## config.mk

```make
export PLATFORM = sky130hd
export DESIGN_NAME = ser_tx_frame
export DESIGN_NICKNAME = d
export VERILOG_FILES = /design/src/rtl/ser_tx_frame.sv
export SDC_FILE = /design/constraint.sdc
export NUM_CORES = 1
export LEC_CHECK = 0
export ABC_AREA = 1
export CORE_ASPECT_RATIO = 0.7
export CORE_MARGIN = 4
export CORE_UTILIZATION = 50
export DETAILED_ROUTE_END_ITERATION = 8
export HOLD_SLACK_MARGIN = 0.05
export PLACE_DENSITY_LB_ADDON = 0.25
export SYNTH_ARGS = -nofsm -noshare
export SYNTH_HDL_FRONTEND = slang
export SYNTH_SLANG_ARGS = --single-unit
```

## constraint.sdc

```tcl
create_clock -name CLK -period 1.45 [get_ports CLK]
set_clock_uncertainty 0.15 [all_clocks]
set_input_delay 0.2175 -clock CLK [delete_from_list [all_inputs] [get_ports CLK]]
set_output_delay 0.2175 -clock CLK [all_outputs]
set_load 0.01 [all_outputs]
```

## src/rtl/ser_tx_frame.sv

```systemverilog
// Framed serial transmitter: start bit, LSB-first data, optional parity, one or two stop bits.
// Every bit is held for BAUD_DIV+1 clocks; a word is accepted over a VALID/READY handshake.
module ser_tx_frame #(
  parameter int unsigned DATA_W = 8,
  parameter int unsigned DIV_W  = 8
) (
  input  logic              CLK,
  input  logic              RST,
  input  logic              VALID,
  output logic              READY,
  input  logic [DATA_W-1:0] DATA_IN,
  input  logic [1:0]        PARITY_MODE,
  input  logic              STOP2,
  input  logic [DIV_W-1:0]  BAUD_DIV,
  output logic              TXD,
  output logic              BUSY,
  output logic              DONE
);

  localparam int unsigned CNT_W = $clog2(DATA_W + 1);
  localparam logic [CNT_W-1:0] LAST_BIT = CNT_W'(DATA_W - 1);

  typedef enum logic [2:0] {
    S_IDLE,
    S_START,
    S_DATA,
    S_PARITY,
    S_STOP
  } state_t;

  state_t             state_q, state_d;
  logic [DATA_W-1:0]  data_q, data_d;
  logic               par_bit_q, par_bit_d;
  logic               par_en_q, par_en_d;
  logic               stop2_q, stop2_d;
  logic [DIV_W-1:0]   div_lim_q, div_lim_d;
  logic [DIV_W-1:0]   div_cnt_q, div_cnt_d;
  logic [CNT_W-1:0]   bit_cnt_q, bit_cnt_d;
  logic               txd_q, txd_d;
  logic               ready_q, ready_d;
  logic               busy_q, busy_d;
  logic               done_q, done_d;
  logic               bit_end;

  always_ff @(posedge CLK or posedge RST) begin
    if (RST) begin
      state_q   <= S_IDLE;
      data_q    <= '0;
      par_bit_q <= 1'b0;
      par_en_q  <= 1'b0;
      stop2_q   <= 1'b0;
      div_lim_q <= '0;
      div_cnt_q <= '0;
      bit_cnt_q <= '0;
      txd_q     <= 1'b1;
      ready_q   <= 1'b1;
      busy_q    <= 1'b0;
      done_q    <= 1'b0;
    end else begin
      state_q   <= state_d;
      data_q    <= data_d;
      par_bit_q <= par_bit_d;
      par_en_q  <= par_en_d;
      stop2_q   <= stop2_d;
      div_lim_q <= div_lim_d;
      div_cnt_q <= div_cnt_d;
      bit_cnt_q <= bit_cnt_d;
      txd_q     <= txd_d;
      ready_q   <= ready_d;
      busy_q    <= busy_d;
      done_q    <= done_d;
    end
  end

  // Next-state logic; TXD is computed one cycle ahead so the line itself is a flop.
  always_comb begin
    state_d   = state_q;
    data_d    = data_q;
    par_bit_d = par_bit_q;
    par_en_d  = par_en_q;
    stop2_d   = stop2_q;
    div_lim_d = div_lim_q;
    div_cnt_d = div_cnt_q;
    bit_cnt_d = bit_cnt_q;
    txd_d     = txd_q;
    ready_d   = ready_q;
    busy_d    = busy_q;
    done_d    = 1'b0;
    bit_end   = (div_cnt_q == div_lim_q);

    // Divider wraps at the latched limit, so an all-ones limit never overflows.
    if (state_q != S_IDLE) begin
      div_cnt_d = bit_end ? '0 : div_cnt_q + DIV_W'(1);
    end

    case (state_q)
      S_IDLE: begin
        txd_d   = 1'b1;
        ready_d = 1'b1;
        busy_d  = 1'b0;
        if (VALID) begin
          data_d    = DATA_IN;
          par_en_d  = (PARITY_MODE == 2'b01) || (PARITY_MODE == 2'b10);
          par_bit_d = (PARITY_MODE == 2'b01) ? ~^DATA_IN : ^DATA_IN;
          stop2_d   = STOP2;
          div_lim_d = BAUD_DIV;
          div_cnt_d = '0;
          bit_cnt_d = '0;
          txd_d     = 1'b0;
          ready_d   = 1'b0;
          busy_d    = 1'b1;
          state_d   = S_START;
        end
      end

      S_START: begin
        if (bit_end) begin
          txd_d     = data_q[0];
          bit_cnt_d = '0;
          state_d   = S_DATA;
        end
      end

      S_DATA: begin
        if (bit_end) begin
          if (bit_cnt_q == LAST_BIT) begin
            bit_cnt_d = '0;
            if (par_en_q) begin
              txd_d   = par_bit_q;
              state_d = S_PARITY;
            end else begin
              txd_d   = 1'b1;
              state_d = S_STOP;
            end
          end else begin
            // Shift register keeps the current bit at position 0.
            bit_cnt_d = bit_cnt_q + CNT_W'(1);
            data_d    = data_q >> 1;
            txd_d     = data_d[0];
          end
        end
      end

      S_PARITY: begin
        if (bit_end) begin
          txd_d     = 1'b1;
          bit_cnt_d = '0;
          state_d   = S_STOP;
        end
      end

      S_STOP: begin
        if (bit_end) begin
          if (stop2_q && (bit_cnt_q == '0)) begin
            bit_cnt_d = CNT_W'(1);
          end else begin
            bit_cnt_d = '0;
            txd_d     = 1'b1;
            ready_d   = 1'b1;
            busy_d    = 1'b0;
            done_d    = 1'b1;
            state_d   = S_IDLE;
          end
        end
      end

      default: begin
        txd_d   = 1'b1;
        ready_d = 1'b1;
        busy_d  = 1'b0;
        state_d = S_IDLE;
      end
    endcase
  end

  assign TXD   = txd_q;
  assign READY = ready_q;
  assign BUSY  = busy_q;
  assign DONE  = done_q;

endmodule

```

# [Word-level counts from Yosys, hierarchy flattened]
# Index checks and enable logic that the tools add are counted.
# W data, S select, Z words.
[totals] ff_bits=38 input_bits=22 output_inout_bits=4 elab_cells=91
[classes] n_addsub=2 n_eq_ne=17 mux=42 n_bitwise=1 reduce_logical=17
[op_table] op="$mux W8" count=7
[op_table] op="$mux W3" count=8
[op_table] op="$mux W4" count=5
[op_table] op="$mux W1" count=16
[op_table] op="$ne A2 B2 Y1 const B" count=8
[op_table] op="$pmux W4 S4" count=1
[op_table] op="$pmux W8 S2" count=1
[op_table] op="$pmux W3 S5" count=1
[op_table] op="$reduce_and A5 Y1" count=2
[op_table] op="$add A8 B1 Y8 const B" count=1
[op_table] op="$eq A8 B8 Y1" count=1
[op_table] op="$reduce_xnor A8 Y1" count=1
[op_table] op="$reduce_xor A8 Y1" count=1
[op_table] op="$reduce_and A7 Y1" count=1
[op_table] op="$eq A3 B2 Y1 const B" count=2
[op_table] op="$pmux W1 S3" count=2
[op_table] op="$pmux W1 S5" count=1
[op_table] op="$add A4 B1 Y4 const B" count=1
[op_table] op="$eq A4 B3 Y1 const B" count=1
[op_table] op="$logic_not A4 Y1" count=1
[op_table] op="$reduce_and A4 Y1" count=1
[op_table] op="$reduce_bool A4 Y1" count=1
[op_table] op="$eq A3 B1 Y1 const B" count=1
[op_table] op="$eq A3 B3 Y1 const B" count=1
[op_table] op="other kinds (13)" count=13

# [Logic depth before layout (Yosys ltp)]
# Gate-level depths: netlist of run 1.
[logic_depth] word_depth=5 mapped_depth=11 depth_no_buf=10

# [Worst setup path before layout of run 1]
# No wires, ideal clock.
[synth_path] kind="register to register" from="register state_q[2]" to="register data_q[0]" setup_ns=0.123 arrival_ns=1.256 required_time_ns=1.177 setup_slack_ns=-0.079 stages_incl_launch_ff=10 n_path_buf=1 synth_period_minus_slack_ns=1.529 path_cell_list="dfrtp_1 > nor2_4 > nand2_4 > nor2_8 > inv_4 > nand2_2 > nand2_4 > buf_6 > nand2_1 > o21ai_2"
[synth_via] elab_chain_cells=3 word_cells_on_any_way=8 cone_classes="eq/ne: 4; mux: 1; reduce/logical: 3"
[synth_rtl] item="from (decl)" line="31" text="state_t state_q, state_d;"
[synth_rtl] item="from (signal assigned)" line="60" text="state_q <= state_d;"
[synth_rtl] item="$eq A3 B2 Y1 or $logic_not A3 Y1 (tied branches)" line="96" text="case (state_q)"
[synth_rtl] item="$ne A2 B2 Y1 (no source line) or $reduce_bool A2 Y1 (tied branches)"
[synth_rtl] item="$reduce_and A4 Y1 (no source line)"
[synth_rtl] item="to (signal assigned)" line="61" text="data_q <= data_d;"
[synth_rtl] item="to (decl)" line="32" text="logic [DATA_W-1:0] data_q, data_d;"
# Parallel ways exist; a longest one is shown, timed or not.
# A chain may end at the register's enable or synchronous reset.

# [Worst setup path in the final report of run 1]
[layout_path] from="register div_cnt_q[2]" to="register state_q[2]"
[layout_via] elab_chain_cells=3 word_cells_on_any_way=6 cone_classes="eq/ne: 5; reduce/logical: 1"
[layout_rtl] item="from (decl)" line="37" text="logic [DIV_W-1:0] div_cnt_q, div_cnt_d;"
[layout_rtl] item="from (signal assigned)" line="66" text="div_cnt_q <= div_cnt_d;"
[layout_rtl] item="$eq A8 B8 Y1 *" line="89" text="bit_end = (div_cnt_q == div_lim_q);"
[layout_rtl] item="$ne A2 B2 Y1 (no source line)"
[layout_rtl] item="$reduce_and A7 Y1 (no source line) *"
# Every way passes the cells marked *; elsewhere a longest branch is shown, timed or not.

==> impl_summary.log, run 1 <==
[metrics] Static Leak: 1.71 nW
[metrics] syn avg cell area: 7.99 um2
[metrics] Slew Viols, Final: 0
[metrics] ratio of final minimum period to clock period: 1.19
[metrics] Floorplan Core Area: 4090 um2
[metrics] total global routing track utilization: 0.219
[metrics] maximum resistive drop on vdd: 1380 uV
[metrics] fraction of power spent switching nets: 0.414
[metrics] wire length of the first global-routing pass: 9.48 mm
[metrics] data arrival time of the worst path: 1.76 ns
[metrics] total die area: 5570 um2
[metrics] final core utilization: 0.827
[metrics] Worst path slowest cell: dfrtp_1
[metrics] initial cell density of the core: 0.541
[metrics] total detailed-routing wirelength: 6.41 mm
[metrics] startpoint type of the worst setup path: register
[metrics] number of antenna violations at the first check in global routing: 0
[metrics] via density per instance: 5.37
[metrics] routability-driven placement congestion ratio: 0.824
[metrics] share of final-layout standard cells stronger than drive strength 1: 0.377
[metrics] count of nets after finishing: 388
[metrics] Crit path max-delay family: simple AND/OR/NAND/NOR gates
[metrics] top cells by instance count after synthesis: nand2_1, dfrtp_1, inv_1
[metrics] total CTS buffers: 5
[metrics] number of antenna repair diodes: 0
[metrics] die span in x: 87.5 um
[metrics] clock latency of the later-clocked register in the worst-skew pair: 0.29 ns
[metrics] post-layout instance count excluding filler cells: 415
[metrics] worst hold margin: 0.120 ns
[metrics] number of enable-type register cells in the synthesized netlist: 0
[metrics] register area share after synthesis: 0.431
[metrics] final-report hold violation count: 0
[metrics] worst-path maximum fanout: 8
[metrics] Fmax achieved: 581 MHz
[metrics] number of instances in the placed design: 398
[metrics] power share of the combinational group: 0.551
[metrics] worst min-delay path class: primary input to asynchronous set/reset pin
[metrics] clock root buffer master: clkbuf_8
[metrics] number of levels the H-tree was split into: 2
[metrics] number of max-capacitance violations reported: 0
[metrics] Pwr Total: 6.49 mW
[metrics] path type of the worst setup path: register to register
[metrics] cells after synthesis: 277
[metrics] number of synthesized register bits: 38
[metrics] smallest setup slack after layout: -0.271 ns
[metrics] Final setup violation count: 35
[metrics] hold-fix buffers at CTS: 0
[metrics] kind of end point of the critical path: register
[metrics] pin slew with the least headroom to its limit: 0.340 ns
[metrics] Crit path largest cell delay: 0.41 ns
[metrics] outcome: complete, but fails checks
[metrics] top cells by area, synth: dfrtp_1, nand2_1, inv_1
[metrics] total negative setup slack: -6.64 ns
[metrics] net count after synthesis: 303
[metrics] maximum clock insertion buffer count: 2
[metrics] setup slack at placement: -0.174 ns
[metrics] Post-DP Area: 2900 um2
[metrics] count of buffers from port buffering: 25
[metrics] unrepaired setup endpoints after global routing: yes
[metrics] part of the total power dissipated in sequential elements: 0.275
[metrics] DPL Wire Length: 3.72 mm
[metrics] violations in the final reports: setup timing
[metrics] top-level I/O count: 26
[metrics] 1st-iter DRT viols: 170
[metrics] share of async-settable or async-resettable flops after synthesis: 1.00
[metrics] final critical path time including I/O delays and setup: 1.72 ns
[metrics] number of global-route vias before repair: 2067
[metrics] CTS tree: built
[metrics] top cell type by total area after synthesis: dfrtp_1
[metrics] clock share of power: 0.175
[metrics] first drt pass iteration count: 5
[metrics] die span in y: 63.7 um
[metrics] tightest slew margin relative to the limit: 0.772
[metrics] number of antenna-violating nets in the routed design: 0
[metrics] number of gates on the worst path with buffers counted: 7
[metrics] maximum number of pins on one net before global-route repair: 39
[metrics] Internal: 3.80 mW
[metrics] wire length per cell after detailed routing: 15.4 um
[metrics] clock-pin slew reported for the worst setup and hold paths after clock tree synthesis: 0.08 ns
[metrics] power dissipated by switching net loads: 2.69 mW
[metrics] most instantiated flip-flop cell in the synthesis netlist: dfrtp_1
[metrics] count of vias placed by the detailed router: 2228
[metrics] cell-by-cell trace of the critical path: xnor2_1 > nand2_1 > nor2_2 > nand2_4 > or2_4 > nand2_1 > nand2_1
[metrics] required time worst endpoint: 1.49 ns
[metrics] clock sink count: 38
[metrics] top-area cell type share of the netlist area: 0.407
[metrics] post-synthesis cell area: 2210 um2
[metrics] Warnings, synthesis: 0
[metrics] area delta synth->final: 52.9%
[metrics] R2R depth: 7
[metrics] Crit path buffers/inverters: 0
[metrics] number of remaining DRC errors: 0
[metrics] power density over cell area: 1920 nW/um2
[metrics] global route total overflow: 0
[metrics] most frequent cell after synthesis: nand2_1
[metrics] library cell appearing most often on the critical path: nand2_1
[metrics] number of placement rows: 19
[metrics] number of unique standard cell types used by synthesis: 29
[metrics] Layout Cell Area excl Fill: 3380 um2
-- power groups by stage --
| stage | registers, mW | logic [mW] | clock network, mW |
|---|---|---|---|
| floorplan | 1.74 | 1.73 | 0 |
| global placement | 1.73 | 2.70 | 0 |
| detailed placement | 1.75 | 2.79 | 0 |
| CTS | 1.76 | 3.13 | 1.13 |
| global route | 1.82 | 3.90 | 1.18 |
| finish | 1.78 | 3.57 | 1.13 |
-- logic make-up (layout without fill, tap and decap cells) --
logic type,after synthesis,in the layout,share of synthesized area
multiplexers,6,6,0.0272
AND/OR/NAND/NOR,150,151,0.311
AO/OA/AOI/OAI,28,28,0.0775
buffers and inverters,34,119,0.0639
adder cells (fa/ha/maj),4,4,0.0226
flip-flops,38,38,0.431
XOR/XNOR,17,17,0.0673
-- placed cells by master (no fill, tap or decap), types with 6 or more instances in the layout --
cell,n
nand2_1,73
buf_4,44
dfrtp_1,36
inv_1,24
nand2_2,22
clkdlybuf4s50_1,21
o21ai_2,11
nand2_4,10
xor2_1,9
nand4_1,9
nor2_1,9
xnor2_1,8
nand3_1,8
buf_6,8
o21ai_0,6
mux2i_1,6
clkbuf_8,6
-- worst register-to-register path, cell delays in order, from the launching register on --
cell and delay (ns):
dfrtp_1 0.41, xnor2_1 0.22, nand2_1 0.13, nor2_2 0.17, nand2_4 0.15, or2_4 0.27
nand2_1 0.06, nand2_1 0.05
-- registers in the layout, indices dropped and copies added (netlist names) --
name	cells
par_bit_q	1
bit_cnt_q	4
data_q	8
div_cnt_q	8
div_lim_q	8
par_en_q	1
TXD	1
stop2_q	1
BUSY	1
READY	1
DONE	1
state_q	3
-- metal layers --
| layer | global-route usage | vias up | wire length, um |
|---|---|---|---|
| met4 | 0.0881 | 0 | 130 |
| met1 | 0.300 | 1066 | 2880 |
| met5 | 0 | - | 0 |
| li1 | - | 1057 | - |
| met2 | 0.334 | 85 | 3040 |
| met3 | 0.0482 | 20 | 355 |
-- layout make-up --
| type | count | area [um2] |
|---|---|---|
| Multi-Input combinational cell | 206 | 1360 |
| Sequential cell | 38 | 953 |
| Timing Repair Buffer | 81 | 748 |
| Fill cell | 222 | 707 |
| Inverter | 30 | 115 |
| Clock buffer | 6 | 82.6 |
| Tap cell | 52 | 65.1 |
| Clock inverter | 2 | 60.1 |
-- timing repair --
item / 4_1_cts / 5_1_grt
resized for setup: 44 / 38
pin swaps: 15 / 13
setup buffers: 4 / 3
gates cloned: 2 / 1
endpoints found under the setup margin: 41 / 39
endpoints found under the hold margin: 0 / 0
-- worst paths after layout --
path	startpoint	to	slack, ns
worst min register to register	TXD	TXD	0.32
worst min-delay path	RST	data_q[7]	0.12
worst max-delay path	div_cnt_q[2]	state_q[2]	-0.27
worst max register to register	div_cnt_q[2]	state_q[2]	-0.27
max in group asynchronous	RST	TXD	0.77
min in group CLK	BAUD_DIV[3]	div_lim_q[3]	0.32
No activity file was read; power rests on OpenSTA's default activity.
==> run 2: changes to the inputs <==
--- a/config.mk
+++ b/config.mk
@@ -8,8 +8,9 @@
 export ABC_AREA = 1
 export CORE_ASPECT_RATIO = 0.7
 export CORE_MARGIN = 4
-export CORE_UTILIZATION = 50
+export CORE_UTILIZATION = 30
 export DETAILED_ROUTE_END_ITERATION = 8
+export DONT_BUFFER_PORTS = 1
 export HOLD_SLACK_MARGIN = 0.05
 export PLACE_DENSITY_LB_ADDON = 0.25
 export SYNTH_ARGS = -nofsm -noshare
==> run 2 against run 1 <==
- the flow still finishes with violations (setup timing)
- highest routed layer unchanged
- via count down 11%
- die area grew 59%
- largest cell class unchanged
- first-iteration DRC count fell by 38%
- routed wire length fell by 9.1%
- combinational power fell by 4%
- sequential power barely moved
- critical endpoint is now data_q[2]
- register-to-register slack improved by 0.13 ns
- power fell by 7.9%
- cell count grew 7.2%
==> impl_summary.log, run 2 (synthesized netlist as in run 1, its figures left out) <==
[metrics] multi-input gate area in the final layout: 1400 um2 (+2.9%)
[metrics] initial cell density of the core: 0.319 (-0.222)
[metrics] worst min-delay path class: primary input to register
[metrics] fill count: 670 (+200%)
[metrics] worst-path maximum fanout: 8 (unchanged)
[metrics] number of levels the H-tree was split into: 2 (unchanged)
[metrics] data arrival time of the worst path: 1.63 ns (-0.13 ns)
[metrics] power density over cell area: 1790 nW/um2 (-6.7%)
[metrics] clock root buffer master: clkbuf_8
[metrics] total detailed-routing wirelength: 5.83 mm (-9.1%)
[metrics] smallest setup slack after layout: -0.142 ns (+0.129 ns)
[metrics] sequential cell area in the final layout: 953 um2 (unchanged)
[metrics] DPL Wire Length: 3.82 mm (+2.5%)
[metrics] Hold EP: state_q[1]
[metrics] number of antenna violations at the first check in global routing: 0 (unchanged)
[metrics] total CTS buffers: 5 (unchanged)
[metrics] CTS tree: built
[metrics] startpoint type of the worst setup path: register
[metrics] clock-pin slew reported for the worst setup and hold paths after clock tree synthesis: 0.08 ns (about the same)
[metrics] maximum resistive drop on vdd: 732 uV (-47%)
[metrics] area delta synth->final: 50.9%
[metrics] 1st-iter DRT viols: 105 (-38%)
[metrics] count of buffers from port buffering: 0 (-100%)
[metrics] final critical path time including I/O delays and setup: 1.59 ns (-0.129 ns)
[metrics] tightest slew margin relative to the limit: 0.792 (+0.0205)
[metrics] number of max-capacitance violations reported: 0 (unchanged)
[metrics] required time worst endpoint: 1.49 ns (about the same)
[metrics] number of global-route vias before repair: 1938 (-6.2%)
[metrics] pin slew with the least headroom to its limit: 0.308 ns (-0.0316 ns)
[metrics] clock latency of the later-clocked register in the worst-skew pair: 0.29 ns (about the same)
[metrics] wire length per cell after detailed routing: 13.1 um (-15%)
[metrics] register-to-register setup slack: -0.14 ns (+0.13 ns)
[metrics] wire length of the first global-routing pass: 9.29 mm (-2.0%)
[metrics] maximum clock insertion buffer count: 2 (unchanged)
[metrics] path type of the worst setup path: register to register
[metrics] number of placement rows: 25 (+6)
[metrics] global route total overflow: 0 (unchanged)
[metrics] depth of the worst hold-timing path: 4
[metrics] routability-driven placement congestion ratio: 0.870 (+5.5%)
[metrics] Static Leak: 1.64 nW (-4.5%)
[metrics] count of nets after finishing: 376 (-3.1%)
[metrics] R2R depth: 8 (+1)
[metrics] Largest regs: data_q: 8 flops, div_cnt_q: 8 flops, div_lim_q: 8 flops
[metrics] hold path start: VALID
[metrics] violations in the final reports: setup timing
[metrics] startpoint of the most critical register-to-register path: div_lim_q[2]
[metrics] first drt pass iteration count: 4 (-1)
[metrics] die span in x: 111 um (+26%)
[metrics] ratio of final minimum period to clock period: 1.10 (-0.0889)
[metrics] total negative setup slack: -2.74 ns (+3.90 ns)
[metrics] Slew Viols, Final: 0 (unchanged)
[metrics] Fmax achieved: 628 MHz (+8.1%)
[metrics] top-level I/O count: 26 (unchanged)
[metrics] unrepaired setup endpoints after global routing: yes
[metrics] die span in y: 79.8 um (+25%)
[metrics] number of antenna-violating nets in the routed design: 0 (unchanged)
[metrics] outcome: complete, but fails checks
[metrics] count of vias placed by the detailed router: 1978 (-11%)
[metrics] setup slack at placement: -0.139 ns (+0.0343 ns)
[metrics] maximum number of pins on one net before global-route repair: 24 (-38%)
[metrics] clock sink count: 38 (unchanged)
[metrics] kind of end point of the critical path: register
[metrics] most common cell after layout, fill and taps aside: nand2_1
[metrics] total die area: 8830 um2 (+59%)
[metrics] share of final-layout standard cells stronger than drive strength 1: 0.387 (+0.0101)
[metrics] Floorplan Core Area: 6940 um2 (+70%)
[metrics] final-report hold violation count: 0 (unchanged)
[metrics] via density per instance: 4.44 (-17%)
[metrics] total global routing track utilization: 0.130 (-0.0896)
[metrics] Final setup violation count: 35 (unchanged)
[metrics] number of antenna repair diodes: 0 (unchanged)
[metrics] worst reg2reg endpoint: data_q[2]
[metrics] most frequent cells in the layout: nand2_1, buf_4, dfrtp_1, nand2_2, inv_1
[metrics] number of remaining DRC errors: 0 (unchanged)
run 2: cell count changes in the layout (fill, tap and decap cells not counted), sizes merged:
cell and change:
dlygate4sd3 +21, bufinv -2, clkdlybuf4s50 -21, dlygate4sd2 -2, clkinvlp +1, buf -9
clkinv +1, clkdlybuf4s15 -1
run 2: layout make-up:
class / count / area share
Timing Repair Buffer: 69 / 0.197
Multi-Input combinational cell: 206 / 0.419
Sequential cell: 38 / 0.286
Clock buffer: 6 / 0.0247
Clock inverter: 2 / 0.00375
Tap cell: 94 / 0.0352
Inverter: 30 / 0.0352
run 2: how the worst max path moves through the flow:
stage                         to          from  depth (start not counted)
floorplan              data_q[0]    state_q[2]                          9
global placement    bit_cnt_q[0]  bit_cnt_q[0]                          8
detailed placement  bit_cnt_q[0]  bit_cnt_q[0]                          8
CTS                   state_q[2]  div_cnt_q[7]                          9
global route          state_q[1]  bit_cnt_q[1]                          8
finish                 data_q[2]  div_lim_q[2]                          8
run 2: worst max-delay path: stages, from the launching register on:
cell and delay [ns]:
dfrtp_1 0.40, xnor2_1 0.15, nand2_1 0.10, nor2_2 0.15, nand2_4 0.14, nand2_4 0.15
nand2_8 0.09, nand2_1 0.09, o21ai_2 0.05
run 2: power by group:
group / switching [mW] / internal, mW / leakage [nW] / total [mW]
Combinational: 1.88 / 1.53 / 1.11 / 3.41
Sequential: 0.305 / 1.48 / 0.484 / 1.79
Clock: 0.392 / 0.383 / 0.0472 / 0.774
Total: 2.58 / 3.40 / 1.64 / 5.98
run 2: timing repair:
item | CTS | global route
buffers inserted | 5 | 4
gates resized for setup | 28 | 57
gates cloned | 1 | 2
setup endpoints to repair | 27 | 38
hold buffers | 21 | 0
pin swaps | 13 | 15
endpoints found under the hold margin | 57 | 0
run 2: metrics by stage:
stage / hold WS [ns] / area, um2 / total power [mW] / util / instances
floorplan: 0.184 / 2230 / 3.47 / - / 277
global placement: -0.000844 / 2600 / 4.22 / 0.374 / 404
detailed placement: 0.0108 / 2600 / 4.26 / 0.374 / 404
CTS: 0.136 / 3060 / 5.44 / 0.441 / 439
global route: 0.167 / 3340 / 6.46 / 0.481 / 445
finish: 0.164 / 3340 / 5.98 / 0.481 / 445
run 2: layer usage:
| metal | vias to the layer above | GRT usage | wire length (um) |
|---|---|---|---|
| li1 | 1024 | - | - |
| met1 | 921 | 0.185 | 3090 |
| met2 | 29 | 0.196 | 2480 |
| met3 | 4 | 0.0348 | 218 |
| met4 | 0 | 0.0258 | 33 |
| met5 | - | 0 | 0 |
==> run 3: changes to the inputs <==
--- a/config.mk
+++ b/config.mk
@@ -6,6 +6,7 @@
 export NUM_CORES = 1
 export LEC_CHECK = 0
 export ABC_AREA = 1
+export CAP_MARGIN = 15
 export CORE_ASPECT_RATIO = 0.7
 export CORE_MARGIN = 4
 export CORE_UTILIZATION = 30
==> results of run 3 <==
Final layout, timing and power as in run 2 (identical DEF).
